--- src/rtl/shared_pkg.sv ---
// shared_pkg: FIFO-wide constants and word type shared by the FIFO and its drain logic.
package shared_pkg;
  localparam int FIFO_WIDTH      = 16;
  localparam int FIFO_DEPTH      = 16;
  localparam int DRAIN_BUF_DEPTH = 3;
  localparam int XFER_CNT_WIDTH  = 16;
  typedef logic [FIFO_WIDTH-1:0] fifo_word_t;
endpackage

--- src/rtl/drain_elastic_buf.sv ---
// drain_elastic_buf: DEPTH-entry circular buffer with push/pop and occupancy.
// Ports: clk, rst (async high), push/din write at wr_ptr, pop advances rd_ptr,
// dout is the head word (0 when empty), occ is the number of stored words.
module drain_elastic_buf
  import shared_pkg::*;
#(
  parameter int WIDTH = FIFO_WIDTH,
  parameter int DEPTH = DRAIN_BUF_DEPTH,
  localparam int PW = $clog2(DEPTH),
  localparam int OW = $clog2(DEPTH + 1)
) (
  input  logic             clk,
  input  logic             rst,
  input  logic             push,
  input  logic [WIDTH-1:0] din,
  input  logic             pop,
  output logic [WIDTH-1:0] dout,
  output logic [OW-1:0]    occ
);
  logic [WIDTH-1:0] mem [DEPTH];
  logic [PW-1:0] wr_ptr, rd_ptr;
  always_ff @(posedge clk or posedge rst)
    if (rst) begin
      wr_ptr <= '0;
      rd_ptr <= '0;
      occ    <= '0;
    end else begin
      if (push) wr_ptr <= wr_ptr == PW'(DEPTH - 1) ? '0 : wr_ptr + 1'b1;
      if (pop) rd_ptr <= rd_ptr == PW'(DEPTH - 1) ? '0 : rd_ptr + 1'b1;
      occ <= occ + OW'(push) - OW'(pop);
    end
  // storage is deliberately left unreset; the empty case is masked on dout
  always_ff @(posedge clk)
    if (push) mem[wr_ptr] <= din;
  assign dout = occ == '0 ? '0 : mem[rd_ptr];
endmodule

--- src/rtl/fifo_drain.sv ---
// fifo_drain: pops the synchronous FIFO, absorbs its 1-cycle read latency, streams words out.
// Ports: clk, rst (async high), enable gates new reads, fifo_empty/fifo_dout/fifo_rd_en
// face the FIFO read port, m_valid/m_data/m_ready form the output stream,
// xfer_count counts handshakes (wrapping), busy flags buffered or in-flight words.
module fifo_drain
  import shared_pkg::*;
#(
  parameter int FIFO_WIDTH = shared_pkg::FIFO_WIDTH,
  parameter int BUF_DEPTH  = DRAIN_BUF_DEPTH,
  parameter int CNT_WIDTH  = XFER_CNT_WIDTH
) (
  input  logic                  clk,
  input  logic                  rst,
  input  logic                  enable,
  input  logic                  fifo_empty,
  input  logic [FIFO_WIDTH-1:0] fifo_dout,
  output logic                  fifo_rd_en,
  output logic                  m_valid,
  output logic [FIFO_WIDTH-1:0] m_data,
  input  logic                  m_ready,
  output logic [CNT_WIDTH-1:0]  xfer_count,
  output logic                  busy
);
  localparam int OW = $clog2(BUF_DEPTH + 1);
  logic [OW-1:0] occ;
  logic inflight, req, pop;
  // a read is a credit: issue only if the word can land even with no pop
  assign req = enable && !fifo_empty && ({1'b0, occ} + (OW + 1)'(inflight)) < (OW + 1)'(BUF_DEPTH);
  // reset masks the request combinationally so it drops the moment rst rises
  assign fifo_rd_en = req && !rst;
  assign m_valid = occ != '0;
  assign pop = m_valid && m_ready;
  assign busy = m_valid || inflight;
  always_ff @(posedge clk or posedge rst)
    if (rst) begin
      inflight   <= 1'b0;
      xfer_count <= '0;
    end else begin
      inflight   <= req;
      xfer_count <= xfer_count + CNT_WIDTH'(pop);
    end
  drain_elastic_buf #(.WIDTH(FIFO_WIDTH), .DEPTH(BUF_DEPTH)) u_buf (
    .clk (clk),
    .rst (rst),
    .push(inflight),
    .din (fifo_dout),
    .pop (pop),
    .dout(m_data),
    .occ (occ)
  );
endmodule

--- config.mk ---
export PLATFORM = sky130hd
export DESIGN_NAME = fifo_drain
export DESIGN_NICKNAME = d
export VERILOG_FILES = /design/src/rtl/shared_pkg.sv /design/src/rtl/drain_elastic_buf.sv /design/src/rtl/fifo_drain.sv
export SDC_FILE = /design/constraint.sdc
export NUM_CORES = 1
export LEC_CHECK = 0
export ABC_CLOCK_PERIOD_IN_PS = 2200
export BUFFER_PORTS_ARGS = -buffer_cell sky130_fd_sc_hd__buf_4
export CELL_PAD_IN_SITES_DETAIL_PLACEMENT = 0
export CELL_PAD_IN_SITES_GLOBAL_PLACEMENT = 1
export CORE_MARGIN = 5
export CORE_UTILIZATION = 25
export CTS_BUF_LIST = sky130_fd_sc_hd__clkbuf_4 sky130_fd_sc_hd__clkbuf_8 sky130_fd_sc_hd__clkbuf_16
export CTS_CLUSTER_SIZE = 30
export DETAILED_ROUTE_END_ITERATION = 6
export GPL_TIMING_DRIVEN = 0
export PLACE_DENSITY = 0.61
export SLEW_MARGIN = 25
export SYNTH_ARGS = -nofsm -noshare
export SYNTH_HDL_FRONTEND = slang
export SYNTH_SLANG_ARGS = --single-unit
--- constraint.sdc ---
create_clock -name clk -period 2.2 [get_ports clk]
set_input_delay 0.22 -clock clk [delete_from_list [all_inputs] [get_ports clk]]
set_output_delay 0.22 -clock clk [all_outputs]
set_load 0.02 [all_outputs]
# Yosys cells after proc, flatten, opt, wreduce, memory -nomap -nowiden
# Memory sizes are Yosys's and may differ from the RTL's.
# Index checks and enable logic that the tools add are counted.
# W data, S select, Z words.
# totals
output_inout_bits	35
memories	1
reg_bits	23
input_bits	21
ramBits	48
# classes
n_lt_le_gt_ge	1
reduce_logical	9
addsub	6
eq_ne	2
mux	5
# memory_table
memory	words	word_bits	read_ports	rd_ports_with_merged_regs	wr	line	text
u_buf.mem	3	16	1	0	1	drain_elastic_buf.sv:20	logic [WIDTH-1:0] mem [DEPTH];
# ops
operator	n
$add A16 B1 Y16	1
$mux W16	1
$add A2 B1 Y2 const B	2
$eq A2 B2 Y1 const B	2
$logic_and A1 B1 Y1	4
$mux W2	2
$add A2 B1 Y3	1
$lt A3 B2 Y1 const B	1
$add A2 B1 Y2	1
$logic_not A1 Y1	2
$logic_not A2 Y1	1
$mux W1	2
$reduce_bool A2 Y1	1
$sub A2 B1 Y2	1
$logic_or A1 B1 Y1	1

# Longest topological paths before layout
# Gate-level depths: netlist of run 1.
# logic_depth
word_depth	4
mapped_depth	7

# Hierarchy
# A second synthesis of run 1 with hierarchy kept.
# hier_totals
cells_unflattened	198
area_unflattened_um2	3000.4
# modules_own_cells
module	area_per_inst_um2	cells_per_inst	instances	seq_area_each_um2
drain_elastic_buf	2195.9	127	1	1591.5
fifo_drain	804.5	71	1	425.4

# Worst setup path before layout of run 1
# No wires, ideal clock.
# synth_path
kind	flip-flop to flip-flop
start	register u_buf.wr_ptr[1]
end	memory u_buf.mem[1][0] (netlist bit) (enable)
n_path_buf	0
t_arrival_ps	1244
setup_slack_ps	566
period_less_slack_ps	1634
stages_incl_launch_ff	3
setup_ps	390
cell_sequence	dfrtp_1 nand2b_1 nor2_1
# synth_rtl
element	line	text
from (decl)	drain_elastic_buf.sv:21	logic [PW-1:0] wr_ptr, rd_ptr;
from (signal assigned)	drain_elastic_buf.sv:28	if (push) wr_ptr <= wr_ptr == PW'(DEPTH - 1) ? '0 : wr_ptr + 1'b1;
to (decl)	drain_elastic_buf.sv:20	
# Straight into the memory's write port.

# Worst setup path in the final report of run 1
# layout_path
start	register u_buf.rd_ptr[1]
end	output port m_data[6]
# layout_via
elab_chain_len	2
# layout_lines
element	line	text
from (decl)	drain_elastic_buf.sv:21	
from (signal assigned)	drain_elastic_buf.sv:29	if (pop) rd_ptr <= rd_ptr == PW'(DEPTH - 1) ? '0 : rd_ptr + 1'b1;
$mem_v2 Z3 W16	-	
$mux W16	drain_elastic_buf.sv:35	assign dout = occ == '0 ? '0 : mem[rd_ptr];
to (decl)	fifo_drain.sv:19	output logic [FIFO_WIDTH-1:0] m_data,
# Every way passes these cells.

==> results of run 1 <==
==> per-layer routing <==
metal  global-route usage (%)  up-vias
met5                        0        -
met4                     3.26        0
met3                     3.66        6
met2                     14.5       47
met1                     11.1      856
li1                         -      892
==> synth_stat cells, types with 2 or more instances <==
| cell | number | area share [%] |
|---|---|---|
| nand2_1 | 10 | 1.3 |
| edfxtp_1 | 48 | 50 |
| dfrtp_1 | 23 | 20 |
| and4_4 | 2 | 0.78 |
| nor2_1 | 40 | 5.2 |
| nand4_1 | 2 | 0.43 |
| clkbuf_1 | 4 | 0.52 |
| a21o_1 | 2 | 0.52 |
| mux2i_1 | 16 | 5.6 |
| xor2_1 | 6 | 1.8 |
| inv_1 | 7 | 0.91 |
| buf_4 | 2 | 0.52 |
| nand3_1 | 8 | 1.4 |
| xnor2_1 | 9 | 2.7 |
| ha_1 | 5 | 2.2 |
| and3_1 | 3 | 0.65 |
| o21ai_0 | 2 | 0.35 |
| a21oi_1 | 17 | 3.0 |
==> timing repair <==
action,CTS,global route
hold endpoints to repair,0,23
endpoints found under the setup margin,11,4
hold buffers,0,1
gates resized for setup,2,4
==> sequential cells by signal (all words and copies together) (netlist names) <==
name	flops
u_buf.wr_ptr	2
u_buf.occ	2
inflight	1
u_buf.mem	48
xfer_count	16
u_buf.rd_ptr	2
==> through the flow <==
step | hold slack, ps | worst slack, ps | utilization [%] | total power, mW | instance area, um2
after floorplan | 227 | 566 | - | 2.78 | 2880
after global routing | 76.9 | 84.8 | 33.8 | 5.23 | 3840
after global placement | 414 | 37.1 | 30.5 | 3.43 | 3470
final | 89.0 | 272 | 33.8 | 4.92 | 3840
after CTS | 75.1 | 31.9 | 33.7 | 5.02 | 3830
after detailed placement | 415 | 239 | 30.9 | 3.47 | 3510
==> worst reg2reg max path, cell delays in order, from the launching register on <==
cell	delay, ps
dfrtp_1	430
o21ai_0	480
inv_1	110
ha_1	200
and3_1	200
nand3_1	120
nor2_1	70
xor2_1	130
==> kinds of logic after synthesis <==
logic type | after synthesis | synth area share, %
flops | 71 | 70.0
compound gates | 23 | 4.34
mux | 17 | 5.95
fa+ha+maj | 5 | 2.17
simple gates | 69 | 10.9
xor+xnor | 15 | 4.56
buf+inv | 14 | 2.13
==> worst max path at each step <==
stage / depth (start not counted) / slack, ps / end
after floorplan: 2 / 570 / u_buf.mem[1][0]$_DFFE_PP_
after global routing: 4 / 80 / m_data[12]
after CTS: 6 / 30 / m_data[14]
after detailed placement: 4 / 240 / m_data[12]
after global placement: 2 / 40 / u_buf.mem[0][3]$_DFFE_PP_
final: 6 / 270 / m_data[6]
==> report_power, final <==
group / total (mW) / internal (mW) / switching (mW)
Clock: 1.52 / 1.00 / 0.517
Sequential: 1.78 / 1.64 / 0.133
Combinational: 1.63 / 0.660 / 0.968
==> area by class of cell <==
class / instances / area (um2) / share of cell area [%]
buffer: 7 / 38.8 / 1.01
clock buffer: 10 / 233 / 6.06
clock inverter: 6 / 85.1 / 2.21
inverter: 7 / 26.3 / 0.684
multi-input combinational: 129 / 811 / 21.1
sequential: 71 / 2020 / 52.5
tap: 143 / 179 / 4.66
timing repair buffer: 58 / 453 / 11.8
==> run metrics, run 1 <==
WHS Path Cells 1; max-slew violations 0; setup TNS 0 ps; WL/cell 14.1 um; CP dominant cell by count nor2_1; CTS sink count 71; FF-to-FF setup slack 350 ps; Max-slew headroom 45.1%; worst skew pair latency 320 ps; Initial Util 25.3%; Tcrit/Tclk final 87.6%; non-filler cells, final 431; CTS Buf Count 9; Root Driver clkbuf_16; worst hold start fifo_dout[10]; antenna fix cells 0; first-pass GRT wire length 9760 um; DRT Pass-1 Iters 4; Setup Buffers After CTS 0; Worst Hold Class in -> reg; Post-synth EDFFs 48; met2 routed WL 2870 um; Port-buffer cells 55; number of synthesized register bits 71; asr flop ratio synth 32.4%; MaxCap Viol Count 0; post-route ant nets 0; commonest non-fill, non-tap cell in the layout buf_4; vias in the first global route 1856; core area 0.0114 mm2; Cells after Synth 214; Highest Signal Layer met4; filler instances 1144; FMAX 519 MHz; Crit. Startpoint u_buf.rd_ptr[1]$_DFFE_PP0P_; CP peak stage delay 330 ps; share of cells above drive strength 1 29.9%; vias per cell 4.18; Pwr Density 1280 mW/mm2; dpl hpwl 4180 um; post-synthesis sequential area ratio 70.0%; Hold Fails Final Rpt 0; grt ovf 0; startpoint types register; Cell Rows 39; largest net degree at the start of global routing 25; met3 wire length 365 um; leakage power 1.64 nW; r2r startpoint u_buf.occ[0]$_DFF_PP0_; Tmin final 1930 ps; worst-case clock buffer depth 2; R2R depth 7; cell family with most CP delay buffers and inverters; r2r endpoint xfer_count[9]$_DFF_PP0_; RSZ-0062 raised after global routing no; CP Class reg -> out; final setup skew 6.98 ps; synthesis-to-layout area growth 33.3%; Synthesized Nets 240; Die Y 117 um; Avg Cell Area, Syn 13.5 um2; initial DRC count 58; Hold Path End u_buf.mem[1][10]$_DFFE_PP_; Worst IR Drop VDD 0.000488 V; # H-tree levels 3; commonest non-fill, non-tap cells in the layout buf_4, edfxtp_1, nor2_1; critical path buffer and inverter count 3; vias post-DR 1801; # IOs 56; status completed; Post-synth top flop edfxtp_1; Placed Cells 414; endpoints failing setup 0; Worst EP required 1980 ps; CTS tree done; pin slew with the least headroom to its limit 824 ps; Routed WL 6060 um; Routability Congestion 0.757; Yosys cell types 26; Final #Nets 309; Total Die Area 0.0138 mm2; total of warnings raised by yosys 0; CP max-delay cell clkbuf_2; Cell Area, Synth 0.00288 mm2; CTS clk-pin slew, worst paths 50 ps; initial antenna violation count 0; DRC Markers 0; CP endpoint kind primary output; Die X 117 um; critical path peak fanout 10; Critical Path AT 1710 ps; Total GRT Usage 9.10%; M1 WL 2780 um; worst-path cell chain clkbuf_1 > clkbuf_2 > nor2_1 > a21oi_1 > nor2_1 > buf_4
Power figures use the tool's default switching activity.
==> run 2: changes to the inputs <==
Settings changed: CORE_MARGIN 5 to 3, HOLD_SLACK_MARGIN set to 0.08.
==> run metrics, run 2 (synthesis results as in run 1) <==
Routed WL 6170 um; CP endpoint kind primary output; synthesis-to-layout area growth 35.8%; CTS tree done; CP peak stage delay 470 ps; combinational share of power 33.2%; core area 0.0110 mm2; CP dominant cell by count clkbuf_1; CTS Buf Count 9; Total Die Area 0.0129 mm2; largest registers u_buf.mem x48, xfer_count x16; Tmin final 2070 ps; CP Class reg -> out; antenna fix cells 0; first-pass GRT wire length 9510 um; largest net degree at the start of global routing 25; CTS clk-pin slew, worst paths 60 ps; Crit. Startpoint u_buf.rd_ptr[1]$_DFFE_PP0P_; r2r startpoint u_buf.occ[1]$_DFF_PP0_; CP Capture Point m_data[12]; # IOs 56; DRT Pass-1 Iters 4; vias post-DR 1834; Worst EP required 1980 ps; RSZ-0062 raised after global routing no; r2r endpoint xfer_count[9]$_DFF_PP0_; status completed; switching part of the total power 33.2%; worst-case clock buffer depth 2; filler instances 1117; worst hold start fifo_dout[2]; critical path peak fanout 10; Tcrit/Tclk final 94.0%; initial antenna violation count 0; setup TNS 0 ps; vias per cell 4.22; Setup Buffers After CTS 0; Max-slew headroom 40.2%; max-slew violations 0; Total GRT Usage 9.76%; Die Y 113 um; Hold WS 90.3 ps; largest register by flop count u_buf.mem; post-route ant nets 0; leakage power 1.67 nW; Cell Rows 38; DRC Markers 0; FF-to-FF setup slack 440 ps; grt ovf 0; pin slew with the least headroom to its limit 896 ps; initial DRC count 50; Hold Fails Final Rpt 0; worst-path cell chain clkbuf_1 > clkbuf_1 > a21oi_1 > nor2_1 > buf_4; commonest non-fill, non-tap cell in the layout buf_4; WL/cell 14.2 um; vias in the first global route 1876; commonest non-fill, non-tap cells in the layout buf_4, edfxtp_1, nor2_1; Routability Congestion 0.745; MaxCap Viol Count 0; dpl hpwl 4120 um; final setup skew 8.01 ps; Final #Nets 316; # H-tree levels 3; Critical Path AT 1850 ps; P_int 3.31 mW; R2R depth 7; Pwr Density 1270 mW/mm2; Root Driver clkbuf_16; NetSw 1.64 mW; FMAX 484 MHz; Die X 113 um; sequential share of power 36.0%; Port-buffer cells 55; CP max-delay cell clkbuf_1; Worst IR Drop VDD 0.000598 V; CTS sink count 71; Initial Util 26.1%; share of cells above drive strength 1 28.8%; Worst Hold Class in -> reg; clock power share 30.8%; max FFs per register 48; endpoints failing setup 0; startpoint types register; worst skew pair latency 330 ps
## run 2: cell count changes in the layout (fill, tap and decap cells not counted)
cell,before,now
buf_6,0,1
clkbuf_1,1,2
inv_2,1,0
dlygate4sd3_1,1,7
buf_12,0,1
clkbuf_2,3,2
clkinv_1,1,2
buf_8,2,1
## run 2: power groups by stage
stage               clock network (mW)  registers [mW]  logic [mW]
finish                            1.53            1.78        1.64
global route                      1.61            1.81        1.80
CTS                               1.56            1.78        1.68
detailed placement                   0            1.80        1.67
global placement                     0            1.80        1.63
floorplan                            0            1.83       0.954
## run 2: cell type report
cell class / instances / area, um2 / area share, %
Timing Repair Buffer: 65 / 529 / 13.5
Buffer: 7 / 37.5 / 0.959
Sequential cell: 71 / 2020 / 51.5
Clock buffer: 10 / 233 / 5.95
Inverter: 7 / 26.3 / 0.671
Clock inverter: 6 / 85.1 / 2.17
Multi-Input combinational cell: 129 / 811 / 20.7
Tap cell: 140 / 175 / 4.48
## run 2: timing repair
action,CTS,global route
hold buffers,5,3
setup endpoints to repair,10,9
resized for setup,1,4
hold endpoints to repair,15,24
## run 2: worst min-delay path by stage
stage / endpoint / cells after the start
detailed placement: u_buf.mem[1][12]$_DFFE_PP_ / 1
global route: u_buf.mem[2][14]$_DFFE_PP_ / 1
finish: u_buf.mem[1][2]$_DFFE_PP_ / 1
global placement: u_buf.mem[0][12]$_DFFE_PP_ / 1
floorplan: inflight$_DFF_PP0_ / 1
CTS: u_buf.mem[2][15]$_DFFE_PP_ / 1
## run 2: metrics by stage
step / instance area (um2) / power [mW] / cells / setup slack (ps) / utilization (%)
4_1_cts: 3870 / 5.02 / 432 / 27.7 / 35.1
3_3_place_gp: 3470 / 3.43 / 409 / 22.1 / 31.5
3_5_place_dp: 3500 / 3.47 / 411 / 252 / 31.7
5_1_grt: 3910 / 5.22 / 435 / 32.0 / 35.5
2_1_floorplan: 2880 / 2.78 / 214 / 566 / -
6_report: 3910 / 4.95 / 435 / 132 / 35.5
## run 2: routing by layer
metal  routed length [um]  GRT usage [%]
met3                  419           3.37
met4                   55           3.37
met5                    0              0
met1                 2680           11.9
met2                 3020           16.2
## run 2: worst max-delay path, delay by kind of cell (launching register included)
kind / cells / cell delay [ps]
buf+inv: 3 / 900
flops: 1 / 320
simple gates: 1 / 170
compound gates: 1 / 140
